===== src/rtl/axil_mst_pkg.sv =====
// Shared constants for the AXI4-Lite single-outstanding master.
//   State encodings for the transaction FSM and AXI response/prot codes.
package axil_mst_pkg;

  // Transaction FSM state encodings
  localparam logic [2:0] ST_IDLE  = 3'd0;
  localparam logic [2:0] ST_WADDR = 3'd1;
  localparam logic [2:0] ST_WRESP = 3'd2;
  localparam logic [2:0] ST_RADDR = 3'd3;
  localparam logic [2:0] ST_RDATA = 3'd4;
  localparam logic [2:0] ST_RSP   = 3'd5;

  // AXI response and protection codes
  localparam logic [1:0] RESP_OKAY    = 2'b00;
  localparam logic [2:0] AXPROT_PLAIN = 3'b000;

endpackage


===== src/rtl/axil_mst.sv =====
// AXI4-Lite master: converts a simple core request/response handshake into
// one AXI4-Lite read or write transaction at a time (no pipelining).
// Ports:
//   clk, rst             clock, asynchronous active-high reset
//   req_*                core request (valid/ready, we, addr, wdata, wstrb)
//   rsp_*                core response (valid/ready, rdata, err)
//   mst_axi_aw*/w*/b*    AXI4-Lite write address, write data, write response
//   mst_axi_ar*/r*       AXI4-Lite read address, read data
module axil_mst
  import axil_mst_pkg::*;
#(
  parameter int unsigned ADDR_W = 32,
  parameter int unsigned DATA_W = 32
) (
  input  logic                clk,
  input  logic                rst,
  input  logic                req_valid_i,
  output logic                req_ready_o,
  input  logic                req_we_i,
  input  logic [ADDR_W-1:0]   req_addr_i,
  input  logic [DATA_W-1:0]   req_wdata_i,
  input  logic [DATA_W/8-1:0] req_wstrb_i,
  output logic                rsp_valid_o,
  input  logic                rsp_ready_i,
  output logic [DATA_W-1:0]   rsp_rdata_o,
  output logic                rsp_err_o,
  output logic [ADDR_W-1:0]   mst_axi_awaddr,
  output logic [2:0]          mst_axi_awprot,
  output logic                mst_axi_awvalid,
  input  logic                mst_axi_awready,
  output logic [DATA_W-1:0]   mst_axi_wdata,
  output logic [DATA_W/8-1:0] mst_axi_wstrb,
  output logic                mst_axi_wvalid,
  input  logic                mst_axi_wready,
  input  logic [1:0]          mst_axi_bresp,
  input  logic                mst_axi_bvalid,
  output logic                mst_axi_bready,
  output logic [ADDR_W-1:0]   mst_axi_araddr,
  output logic [2:0]          mst_axi_arprot,
  output logic                mst_axi_arvalid,
  input  logic                mst_axi_arready,
  input  logic [DATA_W-1:0]   mst_axi_rdata,
  input  logic [1:0]          mst_axi_rresp,
  input  logic                mst_axi_rvalid,
  output logic                mst_axi_rready
);

  localparam int unsigned STRB_W = DATA_W / 8;

  logic [2:0]        state_q, state_d;
  logic              req_ready_d, rsp_valid_d, rsp_err_d;
  logic [DATA_W-1:0] rsp_rdata_d;
  logic              awvalid_d, wvalid_d, bready_d, arvalid_d, rready_d;
  logic [ADDR_W-1:0] awaddr_d, araddr_d;
  logic [DATA_W-1:0] wdata_d;
  logic [STRB_W-1:0] wstrb_d;

  logic [ADDR_W-1:0] addr_aligned_c;
  logic              aw_fire_c, w_fire_c;

  // AXI-Lite is word-addressed here: drop the byte offset
  assign addr_aligned_c = {req_addr_i[ADDR_W-1:2], 2'b00};
  assign aw_fire_c      = mst_axi_awvalid & mst_axi_awready;
  assign w_fire_c       = mst_axi_wvalid & mst_axi_wready;

  assign mst_axi_awprot = AXPROT_PLAIN;
  assign mst_axi_arprot = AXPROT_PLAIN;

  // State and output registers
  always_ff @(posedge clk or posedge rst) begin
    if (rst) begin
      state_q         <= ST_IDLE;
      req_ready_o     <= 1'b1;
      rsp_valid_o     <= 1'b0;
      rsp_err_o       <= 1'b0;
      rsp_rdata_o     <= '0;
      mst_axi_awvalid <= 1'b0;
      mst_axi_wvalid  <= 1'b0;
      mst_axi_bready  <= 1'b0;
      mst_axi_arvalid <= 1'b0;
      mst_axi_rready  <= 1'b0;
      mst_axi_awaddr  <= '0;
      mst_axi_araddr  <= '0;
      mst_axi_wdata   <= '0;
      mst_axi_wstrb   <= '0;
    end else begin
      state_q         <= state_d;
      req_ready_o     <= req_ready_d;
      rsp_valid_o     <= rsp_valid_d;
      rsp_err_o       <= rsp_err_d;
      rsp_rdata_o     <= rsp_rdata_d;
      mst_axi_awvalid <= awvalid_d;
      mst_axi_wvalid  <= wvalid_d;
      mst_axi_bready  <= bready_d;
      mst_axi_arvalid <= arvalid_d;
      mst_axi_rready  <= rready_d;
      mst_axi_awaddr  <= awaddr_d;
      mst_axi_araddr  <= araddr_d;
      mst_axi_wdata   <= wdata_d;
      mst_axi_wstrb   <= wstrb_d;
    end
  end

  // Next-state and next-output logic
  always_comb begin
    state_d     = state_q;
    req_ready_d = req_ready_o;
    rsp_valid_d = rsp_valid_o;
    rsp_err_d   = rsp_err_o;
    rsp_rdata_d = rsp_rdata_o;
    awvalid_d   = mst_axi_awvalid;
    wvalid_d    = mst_axi_wvalid;
    bready_d    = mst_axi_bready;
    arvalid_d   = mst_axi_arvalid;
    rready_d    = mst_axi_rready;
    awaddr_d    = mst_axi_awaddr;
    araddr_d    = mst_axi_araddr;
    wdata_d     = mst_axi_wdata;
    wstrb_d     = mst_axi_wstrb;

    case (state_q)
      ST_IDLE: begin
        if (req_valid_i) begin
          req_ready_d = 1'b0;
          if (req_we_i) begin
            awaddr_d  = addr_aligned_c;
            wdata_d   = req_wdata_i;
            wstrb_d   = req_wstrb_i;
            awvalid_d = 1'b1;
            wvalid_d  = 1'b1;
            state_d   = ST_WADDR;
          end else begin
            araddr_d  = addr_aligned_c;
            arvalid_d = 1'b1;
            state_d   = ST_RADDR;
          end
        end
      end

      // AW and W retire independently; leave only once both have fired
      ST_WADDR: begin
        if (aw_fire_c) awvalid_d = 1'b0;
        if (w_fire_c)  wvalid_d  = 1'b0;
        if ((!mst_axi_awvalid || aw_fire_c) && (!mst_axi_wvalid || w_fire_c)) begin
          bready_d = 1'b1;
          state_d  = ST_WRESP;
        end
      end

      ST_WRESP: begin
        if (mst_axi_bvalid && mst_axi_bready) begin
          bready_d    = 1'b0;
          rsp_valid_d = 1'b1;
          rsp_err_d   = (mst_axi_bresp != RESP_OKAY);
          rsp_rdata_d = '0;
          state_d     = ST_RSP;
        end
      end

      ST_RADDR: begin
        if (mst_axi_arready) begin
          arvalid_d = 1'b0;
          rready_d  = 1'b1;
          state_d   = ST_RDATA;
        end
      end

      ST_RDATA: begin
        if (mst_axi_rvalid && mst_axi_rready) begin
          rready_d    = 1'b0;
          rsp_valid_d = 1'b1;
          rsp_err_d   = (mst_axi_rresp != RESP_OKAY);
          rsp_rdata_d = mst_axi_rdata;
          state_d     = ST_RSP;
        end
      end

      ST_RSP: begin
        if (rsp_ready_i) begin
          rsp_valid_d = 1'b0;
          req_ready_d = 1'b1;
          state_d     = ST_IDLE;
        end
      end

      default: begin
        state_d     = ST_IDLE;
        req_ready_d = 1'b1;
      end
    endcase
  end

endmodule


===== config.mk =====
export PLATFORM = sky130hd
export DESIGN_NAME = axil_mst
export DESIGN_NICKNAME = d
export VERILOG_FILES = /design/src/rtl/axil_mst_pkg.sv /design/src/rtl/axil_mst.sv
export SDC_FILE = /design/constraint.sdc
export NUM_CORES = 1
export LEC_CHECK = 0
export ABC_AREA = 1
export CAP_MARGIN = 10
export CORE_MARGIN = 5
export CORE_UTILIZATION = 41
export DETAILED_ROUTE_END_ITERATION = 16
export PLACE_DENSITY_LB_ADDON = 0.05
export SETUP_SLACK_MARGIN = 0.05
export SLEW_MARGIN = 10
export SYNTH_ARGS = -nofsm -noshare
export SYNTH_HDL_FRONTEND = slang
export SYNTH_SLANG_ARGS = --single-unit

===== constraint.sdc =====
create_clock -name clk -period 5.5 [get_ports clk]
set_input_delay 1.1 -clock clk [delete_from_list [all_inputs] [get_ports clk]]
set_output_delay 1.1 -clock clk [all_outputs]
set_load 0.02 [all_outputs]

# After elaboration in Yosys (flattened, before gate mapping)
# Index checks and enable logic that the tools add are counted.
# Widths: inputs -> output; s select.
# totals
ff_bits	139
elab_cells	98
output_inout_bits	146
# classes
muxes	37
reduce_logical	28
n_eq_ne	15
bitwise_logic	4
# op_table
operator	n
$mux 32	2
$pmux 32 s2	1
$ne 2x2->1 const B	10
$mux 1	18
$mux 3	6
$pmux 3 s6	1
$reduce_and 3->1	6
$reduce_and 4->1	4
$reduce_bool 2->1	7
$pmux 1 s2	6
$eq 3x2->1 const B	2
$eq 3x3->1 const B	2
$pmux 1 s3	2
$reduce_and 6->1	1
$reduce_or 4->1	1
$eq 3x1->1 const B	1
$logic_and 1x1->1	3
$logic_not 3->1	1
$reduce_bool 3->1	1
$and 1x1->1	2
$logic_not 1->1	2
$logic_or 1x1->1	2
$mux 2	1
$not 1->1	2

# Logic depth before layout (Yosys ltp)
# Gate-level depths: netlist of the first run.
# depth
word_depth	5
depth_mapped	9

# Worst setup path after synthesis of the first run
# No wires, ideal clock.
# synth_path
path_type	input -> register
start	input mst_axi_rvalid
end	register rsp_rdata_o[0]
required_time_ns	5.370
setup_time_ns	0.130
slack_ns	3.603
path_buffers	1
cell_stages	5
arrival_time_ns	1.767
cell_sequence	nand2_1 -> nand3_1 -> nand4_1 -> clkbuf_1 -> o21ai_0
# synth_between
elab_chain_cells	3
# synth_rtl
element	line_no	source
start, declared	axil_mst.sv:44	input logic mst_axi_rvalid,
$logic_and 1x1->1	axil_mst.sv:169	if (mst_axi_rvalid && mst_axi_rready) begin
$ne 2x2->1 (no line)	n/a	
$reduce_and 3->1 (no line)	n/a	
end signal, assigned	axil_mst.sv:91	rsp_rdata_o <= rsp_rdata_d;
end, declared	axil_mst.sv:25	output logic [DATA_W-1:0] rsp_rdata_o,
# No other way between the ends.
# A chain may end at the register's enable or synchronous reset.

# Final worst setup path of the first run
# layout_path
start	input req_valid_i
end	register mst_axi_wdata[20]
# layout_between
elab_chain_cells	1
# layout_rtl
element	line_no	source
start, declared	axil_mst.sv:17	input logic req_valid_i,
$reduce_and 3->1 (no line)	n/a	
end signal, assigned	axil_mst.sv:99	mst_axi_wdata <= wdata_d;
end, declared	axil_mst.sv:31	output logic [DATA_W-1:0] mst_axi_wdata,
# No other way between the ends.

==> impl_metrics.env, run 1 <==
export IMPL_syn2layout_area_growth_pct=54.5
export IMPL_dieArea_um2=16100
export IMPL_clock_sinks=139
export IMPL_synthMuxAreaShare_pct=0
export IMPL_drv_cap=0
export IMPL_synth_compound_area_share_pct=12.6
export IMPL_fin_tns_setup_ps=0
export IMPL_tightestPinTransition_ps=997
export IMPL_rsz0062_at_grt="no"
export IMPL_synth_seq_area_share_pct=62.2
export IMPL_critPathKind="in -> reg"
export IMPL_layout_nets=967
export IMPL_grt_overflow=0
export IMPL_totalPowerFinal_w=0.00506
export IMPL_rrSetupSlack_ps=3030
export IMPL_cp_max_fo=100
export IMPL_portBuffers=247
export IMPL_synth_top_family_by_area="simple AND/OR/NAND/NOR gates"
export IMPL_first_iter_violations=237
export IMPL_clkTransAtPathRegs_ps=50
export IMPL_post_cts_resized=0
export IMPL_post_dp_hpwl_um=11100
export IMPL_grt_pass1_wl_um=24600
export IMPL_fmax_ghz=0.344
export IMPL_crit_path_cell_trace="clkdlybuf4s50_1, nand3_4, buf_4, nand2_1, o21ai_0"
export IMPL_hp_class="reg -> reg"
export IMPL_drive_gt1_share_pct=4.06
export IMPL_std_cell_rows=42
export IMPL_cp_required_ps=5770
export IMPL_vias=4709
export IMPL_grt_pass1_vias=4733
export IMPL_final_area_um2=8640
export IMPL_cpPeakStageDelay_ps=740
export IMPL_cts_root_buf="clkbuf_16"
export IMPL_hold_buffers=0
export IMPL_synth_top_area_share_pct=61.7
export IMPL_yosys_warnings=0
export IMPL_finalSetupViolCount=0
export IMPL_hold_viol=0
export IMPL_start_util_pct=42.1
export IMPL_track_usage_pct=19.3
export IMPL_cp_end_kind="register"
export IMPL_synth_cells=612
export IMPL_cts_setup_buffers=0
export IMPL_status="finished, final reports clean"
export IMPL_slew_headroom_pct=33.3
export IMPL_synth_cell_type_count=26
export IMPL_critPathLaunchType="primary input"
export IMPL_netlist_area_um2=5590
export IMPL_synth_seq_cells=139
export IMPL_grt_max_degree=107
export IMPL_remaining_drc_errors=0
export IMPL_io_pins=260
export IMPL_yosys_area_share_simple_pct=13.3
export IMPL_cts_max_level=4
export IMPL_vdd_drop_max_v=0.000383
export IMPL_core_area_um2=13300
export IMPL_power_density_nw_per_um2=585
export IMPL_skew_ps=7.83
export IMPL_die_h_um=127
export IMPL_yosys_area_share_xor_xnor_pct=0
export IMPL_cts_max_path_buffers=2
export IMPL_period_minus_slack_ps=2910
export IMPL_finalCritPeriodShare_pct=52.9
export IMPL_n_antenna_cell=0
export IMPL_dr_pass1_iters=4
export IMPL_crit_slowest_cell="nand3_4"
export IMPL_cts_buffers=17
export IMPL_post_dp_cell_area_um2=8100
export IMPL_synth_adder_area_share_pct=0
export IMPL_post_drt_wl_per_cell_um=14.7
export IMPL_yosys_area_top_type="dfrtp_1"
export IMPL_clk_latency_ps=410
export IMPL_gp_congestion=0.818
export IMPL_viasPerCell=4.54
export IMPL_wl_um=15200
export IMPL_avgSynthCellArea_um2=9.14
export IMPL_crit_arrival_ps=3180
export IMPL_slew_violations=0
export IMPL_synth_area_top_cells="dfrtp_1 62%, nand2_1 11%, o21ai_0 9.4%"
export IMPL_antenna_found_initial=0
export IMPL_p_leak_nw=4.23
export IMPL_cts_tree="yes"
export IMPL_utilization_pct=65.0
export IMPL_antenna_left=0
export IMPL_die_x_um=127
critical path: cells and delay by family:
kind,cells,cell delay (ps)
buffers and inverters,2,1150
AND/OR/NAND/NOR,2,840
AO/OA/AOI/OAI,1,80
state kept, by name (all words and copies together), names as in the netlist, 3 cells and up:
name            flops
mst_axi_awaddr     30
rsp_rdata_o        32
mst_axi_araddr     30
mst_axi_wstrb       4
state_q             3
mst_axi_wdata      32
layout by cell type, fill, tap and decap left out:
cell type	netlist	final
nand3_2	1	1
buf_4	10	2
inv_2	1	1
clkdlybuf4s50_1	0	247
clkbuf_1	10	5
o21ai_1	30	30
nand2_1	159	158
dfstp_2	1	1
a21oi_1	2	2
o21bai_1	1	1
nand4_2	1	1
dfrtp_1	138	138
nor3_1	1	1
buf_8	0	1
inv_6	0	1
clkbuf_16	0	17
o22ai_1	1	1
nand3_1	9	9
nand2_2	1	2
conb_1	1	10
o21a_1	1	1
nor2_1	9	9
o21ai_0	105	105
nand4_1	1	1
nand3_4	1	1
nor2_4	1	1
inv_1	110	109
clkbuf_8	0	3
clkinv_2	0	2
bufinv_16	0	1
power breakdown:
group,internal (W),switching [W]
combinational,0.00104,0.00126
sequential,0.00147,0.000249
clock,0.000646,0.000387
total,0.00316,0.00190
final timing paths:
check | start | end | depth (start not counted)
worst max-delay path | req_valid_i | mst_axi_wdata[20] | 5
worst min register to register | mst_axi_araddr[18] | mst_axi_araddr[18] | 2
min in group asynchronous | rst | rsp_rdata_o[31] | 2
worst min-delay path | mst_axi_araddr[18] | mst_axi_araddr[18] | 2
worst max register to register | state_q[2] | mst_axi_wdata[20] | 7
max in group asynchronous | rst | mst_axi_wdata[15] | 3
synthesized netlist by cell type:
library cell and number:
nand2_1 159, dfrtp_1 138, inv_1 110, o21ai_0 105
o21ai_1 30, buf_4 10, clkbuf_1 10, buf_2 9
nand3_1 9, nor2_1 9, buf_6 7, a21oi_1 2
clkbuf_2 1, conb_1 1, dfstp_2 1, inv_2 1
nand2_2 1, nand3_2 1, nand3_4 1, nand4_1 1
nand4_2 1, nor2_4 1, nor3_1 1, o21a_1 1
o21bai_1 1, o22ai_1 1
through the flow:
step,std cells,worst slack [ps],hold slack [ps]
after floorplan,621,677,570
after global placement,1009,2200,466
after detailed placement,1009,2050,472
after CTS,1037,2470,485
after global routing,1038,2390,499
final,1038,2590,482
final cells by class:
class	count	area, µm²
inverters	111	422
fillers	1122	4650
flip-flops and latches	139	3480
clock buffers	25	485
clock inverters	3	40.0
multi-input cells	334	1490
well taps	176	220
repair buffers	250	2500
routing by layer:
metal  wire length (µm)  track usage, %
met3               1310            7.40
met4                482            9.02
met2               7300            31.5
met1               6140            22.5
met5                  0               0
kinds of logic after synthesis:
kind of cell / Yosys count
buf+inv: 148
flops: 139
compound gates: 140
other cells: 1
simple gates: 184
Note: power is estimated with default switching activity, not from simulation.
==> inputs of run 2 (changes only) <==
- clock period: 5.5 -> 2.7 ns (I/O delays scaled with it)
==> impl_metrics.env, run 2 (same netlist as run 1, synthesis figures left out) <==
export IMPL_status="finished, final reports clean"
export IMPL_die_x_um=127
export IMPL_finalCritPeriodShare_pct=77.7
export IMPL_critPathKind="reg -> out"
export IMPL_cts_root_buf="clkbuf_16"
export IMPL_post_cts_resized=0
export IMPL_drv_cap=0
export IMPL_start_util_pct=42.1
export IMPL_io_pins=260
export IMPL_cts_tree="yes"
export IMPL_gp_congestion=0.858
export IMPL_wl_um=15000
export IMPL_grt_pass1_vias=4948
export IMPL_utilization_pct=66.2
export IMPL_cts_setup_buffers=0
export IMPL_antenna_found_initial=0
export IMPL_hold_viol=0
export IMPL_post_drt_wl_per_cell_um=14.4
export IMPL_cts_max_level=4
export IMPL_crit_slowest_cell="clkdlybuf4s50_1"
export IMPL_rr_endpoint="mst_axi_awaddr[24]"
export IMPL_p_leak_nw=4.31
export IMPL_cp_top_family="buffers and inverters"
export IMPL_cts_buffers=17
export IMPL_skew_ps=5.21
export IMPL_clock_sinks=139
export IMPL_rrSetupSlack_ps=810
export IMPL_n_antenna_cell=0
export IMPL_cp_required_ps=2160
export IMPL_cpPeakStageDelay_ps=620
export IMPL_viasPerCell=4.52
export IMPL_period_minus_slack_ps=2100
export IMPL_crit_path_cell_trace="clkdlybuf4s50_1"
export IMPL_slew_violations=0
export IMPL_critPathLaunchType="register"
export IMPL_clk_latency_ps=410
export IMPL_core_area_um2=13300
export IMPL_fmax_ghz=0.476
export IMPL_timing_rr_start="state_q[2]"
export IMPL_vias=4736
export IMPL_final_common_cell="clkdlybuf4s50_1"
export IMPL_fillers=1125
export IMPL_grt_overflow=0
export IMPL_tightestPinTransition_ps=507
export IMPL_clkTransAtPathRegs_ps=50
export IMPL_path_buf_inv=1
export IMPL_fin_tns_setup_ps=0
export IMPL_antenna_left=0
export IMPL_drive_gt1_share_pct=5.17
export IMPL_critPathLaunch="req_ready_o"
export IMPL_first_iter_violations=211
export IMPL_layout_nets=972
export IMPL_syn2layout_area_growth_pct=57.4
export IMPL_cts_max_path_buffers=2
export IMPL_slew_headroom_pct=66.1
export IMPL_post_dp_hpwl_um=11400
export IMPL_hold_buffers=0
export IMPL_multi_input_area_um2=1490
export IMPL_dieArea_um2=16100
export IMPL_dr_pass1_iters=4
export IMPL_remaining_drc_errors=0
export IMPL_hp_class="in -> async"
export IMPL_finalSetupViolCount=0
export IMPL_worstRegToRegCells=7
export IMPL_cp_end_kind="primary output"
export IMPL_track_usage_pct=19.3
export IMPL_grt_pass1_wl_um=24500
export IMPL_grt_max_degree=56
export IMPL_std_cell_rows=42
export IMPL_portBuffers=247
export IMPL_power_density_nw_per_um2=1200
export IMPL_die_h_um=127
export IMPL_vdd_drop_max_v=0.000620
export IMPL_cp_max_fo=2
export IMPL_crit_arrival_ps=1560
export IMPL_final_seq_area_um2=3480
export IMPL_rsz0062_at_grt="no"
export IMPL_layout_common_cells="247 x clkdlybuf4s50_1, 158 x nand2_1, 138 x dfrtp_1"
export IMPL_top_regs="mst_axi_wdata: 32 flops, rsp_rdata_o: 32 flops"
run 2: power breakdown:
part	switching, W	internal [W]
Clock	0.000801	0.00152
Combinational	0.00258	0.00215
Sequential	0.000519	0.00300
Total	0.00390	0.00666
run 2: how the worst max path moves through the flow:
stage	endpoint	slack [ps]	cells after the start
detailed placement	mst_axi_awaddr[24]	510	4
CTS	req_ready_o	580	1
finish	req_ready_o	600	1
floorplan	mst_axi_araddr[10]	430	1
global route	req_ready_o	550	1
global placement	mst_axi_wdata[4]	560	5
run 2: area by class of cell:
cell class | count | area share (%)
Inverter | 111 | 4.78
Multi-Input combinational cell | 334 | 16.9
Timing Repair Buffer | 255 | 29.5
Clock inverter | 8 | 1.31
Clock buffer | 24 | 5.47
Tap cell | 176 | 2.50
Sequential cell | 139 | 39.5
run 2: metrics by stage:
| stage | hold WS (ps) | instances | setup slack (ps) | total power, W | instance area, µm² |
|---|---|---|---|---|---|
| floorplan | 570 | 621 | 426 | 0.00592 | 5630 |
| global placement | 466 | 1015 | 560 | 0.00820 | 8210 |
| detailed placement | 473 | 1015 | 513 | 0.00834 | 8210 |
| CTS | 407 | 1047 | 576 | 0.0107 | 8800 |
| global route | 422 | 1047 | 545 | 0.0112 | 8800 |
| finish | 426 | 1047 | 601 | 0.0106 | 8800 |
run 2: per-layer routing:
metal	up-vias	track usage, %	part of all wire (%)
met5	-	0	0
met4	0	7.70	2.2
met3	25	7.90	9.2
met2	170	33.0	50
met1	2178	21.3	38
li1	2363	-	-
==> inputs of run 3 (changes only) <==
- CORE_UTILIZATION: 41 -> 37
- clock period: 2.7 -> 1.92 ns (I/O delays scaled with it)
==> impl_metrics.env, run 3 (same netlist as run 1, synthesis figures left out) <==
export IMPL_die_h_um=133
export IMPL_grt_pass1_vias=4983
export IMPL_p_switching_w=0.00555
export IMPL_post_place_cells=1029
export IMPL_viasPerCell=4.46
export IMPL_finalSetupViolCount=0
export IMPL_slew_violations=0
export IMPL_cp_max_fo=2
export IMPL_crit_path_cell_trace="clkdlybuf4s50_1"
export IMPL_clkTransAtPathRegs_ps=60
export IMPL_hp_class="in -> async"
export IMPL_critPathLaunchType="register"
export IMPL_cpPeakStageDelay_ps=660
export IMPL_p_comb_share_pct=44.5
export IMPL_period_minus_slack_ps=1810
export IMPL_syn2layout_area_growth_pct=58.8
export IMPL_cts_buffers=17
export IMPL_p_clk_share_pct=22.5
export IMPL_gp_congestion=0.785
export IMPL_cts_max_level=4
export IMPL_die_x_um=133
export IMPL_final_common_cell="clkdlybuf4s50_1"
export IMPL_grt_pass1_wl_um=25600
export IMPL_layout_common_cells="246 x clkdlybuf4s50_1, 158 x nand2_1, 138 x dfrtp_1"
export IMPL_post_dp_hpwl_um=11300
export IMPL_use_met3_pct=7.79
export IMPL_crit_arrival_ps=1420
export IMPL_clock_sinks=139
export IMPL_antenna_left=0
export IMPL_finalCritPeriodShare_pct=94.1
export IMPL_hold_buffers=0
export IMPL_io_pins=260
export IMPL_fillers=1270
export IMPL_critPathKind="reg -> out"
export IMPL_grt_max_degree=83
export IMPL_p_seq_share_pct=33.0
export IMPL_portBuffers=247
export IMPL_instances_no_fill=1060
export IMPL_grt_busiest_layer="met2"
export IMPL_cp_top_family="buffers and inverters"
export IMPL_top_regs="mst_axi_wdata: 32 flops, rsp_rdata_o: 32 flops"
export IMPL_fmax_ghz=0.553
export IMPL_drv_cap=0
export IMPL_switching_share_pct=37.0
export IMPL_power_density_nw_per_um2=1690
export IMPL_p_int_w=0.00946
export IMPL_grt_use_met2_pct=27.9
export IMPL_post_drt_wl_per_cell_um=14.4
export IMPL_status="finished, final reports clean"
export IMPL_track_usage_pct=17.9
export IMPL_p_leak_nw=4.33
export IMPL_cp_end_kind="primary output"
export IMPL_remaining_drc_errors=0
export IMPL_n_antenna_cell=0
export IMPL_utilization_pct=59.1
export IMPL_wl_um=15300
export IMPL_dieArea_um2=17700
export IMPL_crit_slowest_cell="clkdlybuf4s50_1"
export IMPL_vdd_drop_max_v=0.000696
export IMPL_layout_nets=974
export IMPL_path_buf_inv=1
export IMPL_cp_required_ps=1540
export IMPL_vias=4732
export IMPL_core_area_um2=15000
export IMPL_first_iter_violations=265
export IMPL_cts_root_buf="clkbuf_16"
export IMPL_std_cell_rows=45
export IMPL_start_util_pct=37.2
export IMPL_cts_tree="yes"
export IMPL_grt_overflow=0
export IMPL_hold_viol=0
export IMPL_drive_gt1_share_pct=5.73
export IMPL_cts_max_path_buffers=2
export IMPL_skew_ps=6.11
export IMPL_clk_latency_ps=410
export IMPL_antenna_found_initial=0
export IMPL_rsz0062_at_grt="no"
export IMPL_use_met1_pct=22.3
export IMPL_dr_pass1_iters=4
## run 3: cell types whose count changed in the layout (fill, tap and decap cells not counted), sizes merged
cell,previous run,this run
clkinvlp,1,5
clkbuf,24,21
clkinv,5,2
buf,8,10
clkdlybuf4s50,247,246
dlygate4sd2,0,1
inv,110,111
## run 3: path summary, 6_finish.rpt
check / startpoint / to / slack [ps] / depth (start not counted)
max reg2reg: state_q[2] / mst_axi_awaddr[5] / 320 / 7
min: rst / rsp_rdata_o[28] / 330 / 2
max: mst_axi_araddr[4] / mst_axi_araddr[4] / 110 / 1
min in group clk: rsp_rdata_o[21] / rsp_rdata_o[21] / 480 / 2
max in group asynchronous: rst / mst_axi_araddr[24] / 1010 / 3
min reg2reg: rsp_rdata_o[21] / rsp_rdata_o[21] / 480 / 2
## run 3: power groups by stage
stage | registers, W | logic (W) | clock network, W
final | 0.00495 | 0.00668 | 0.00338
after global routing | 0.00515 | 0.00729 | 0.00359
after CTS | 0.00497 | 0.00680 | 0.00347
after detailed placement | 0.00499 | 0.00679 | 0
after global placement | 0.00492 | 0.00670 | 0
after floorplan | 0.00643 | 0.00189 | 0
## run 3: layout make-up
type / instances / area, µm² / share of cell area [%]
Sequential cell: 139 / 3480 / 39.2
Tap cell: 188 / 235 / 2.65
Multi-Input combinational cell: 334 / 1490 / 16.8
Clock inverter: 10 / 139 / 1.56
Timing Repair Buffer: 257 / 2630 / 29.7
Clock buffer: 21 / 480 / 5.41
Inverter: 111 / 420 / 4.73
## run 3: metrics by stage
step / instance area, µm² / power, W / hold WS [ps] / TNS, ps / setup slack (ps)
finish: 8880 / 0.0150 / 330 / 0 / 113
global route: 8880 / 0.0160 / 354 / 0 / 58.4
CTS: 8880 / 0.0152 / 329 / 0 / 90.4
detailed placement: 8260 / 0.0118 / 472 / 0 / 149
global placement: 8260 / 0.0116 / 464 / 0 / 183
floorplan: 5630 / 0.00832 / 516 / -27360 / -198
## run 3: per-layer routing
metal,wire [µm],vias up
met5,0,-
met4,269,0
met3,1590,19
met2,7020,190
met1,6410,2161
li1,-,2362
## run 3: repair_timing
item | 4_1_cts | 5_1_grt
gates resized for setup | 1 | 0
buffers inserted | 0 | 0
endpoints found under the setup margin | 1 | 0
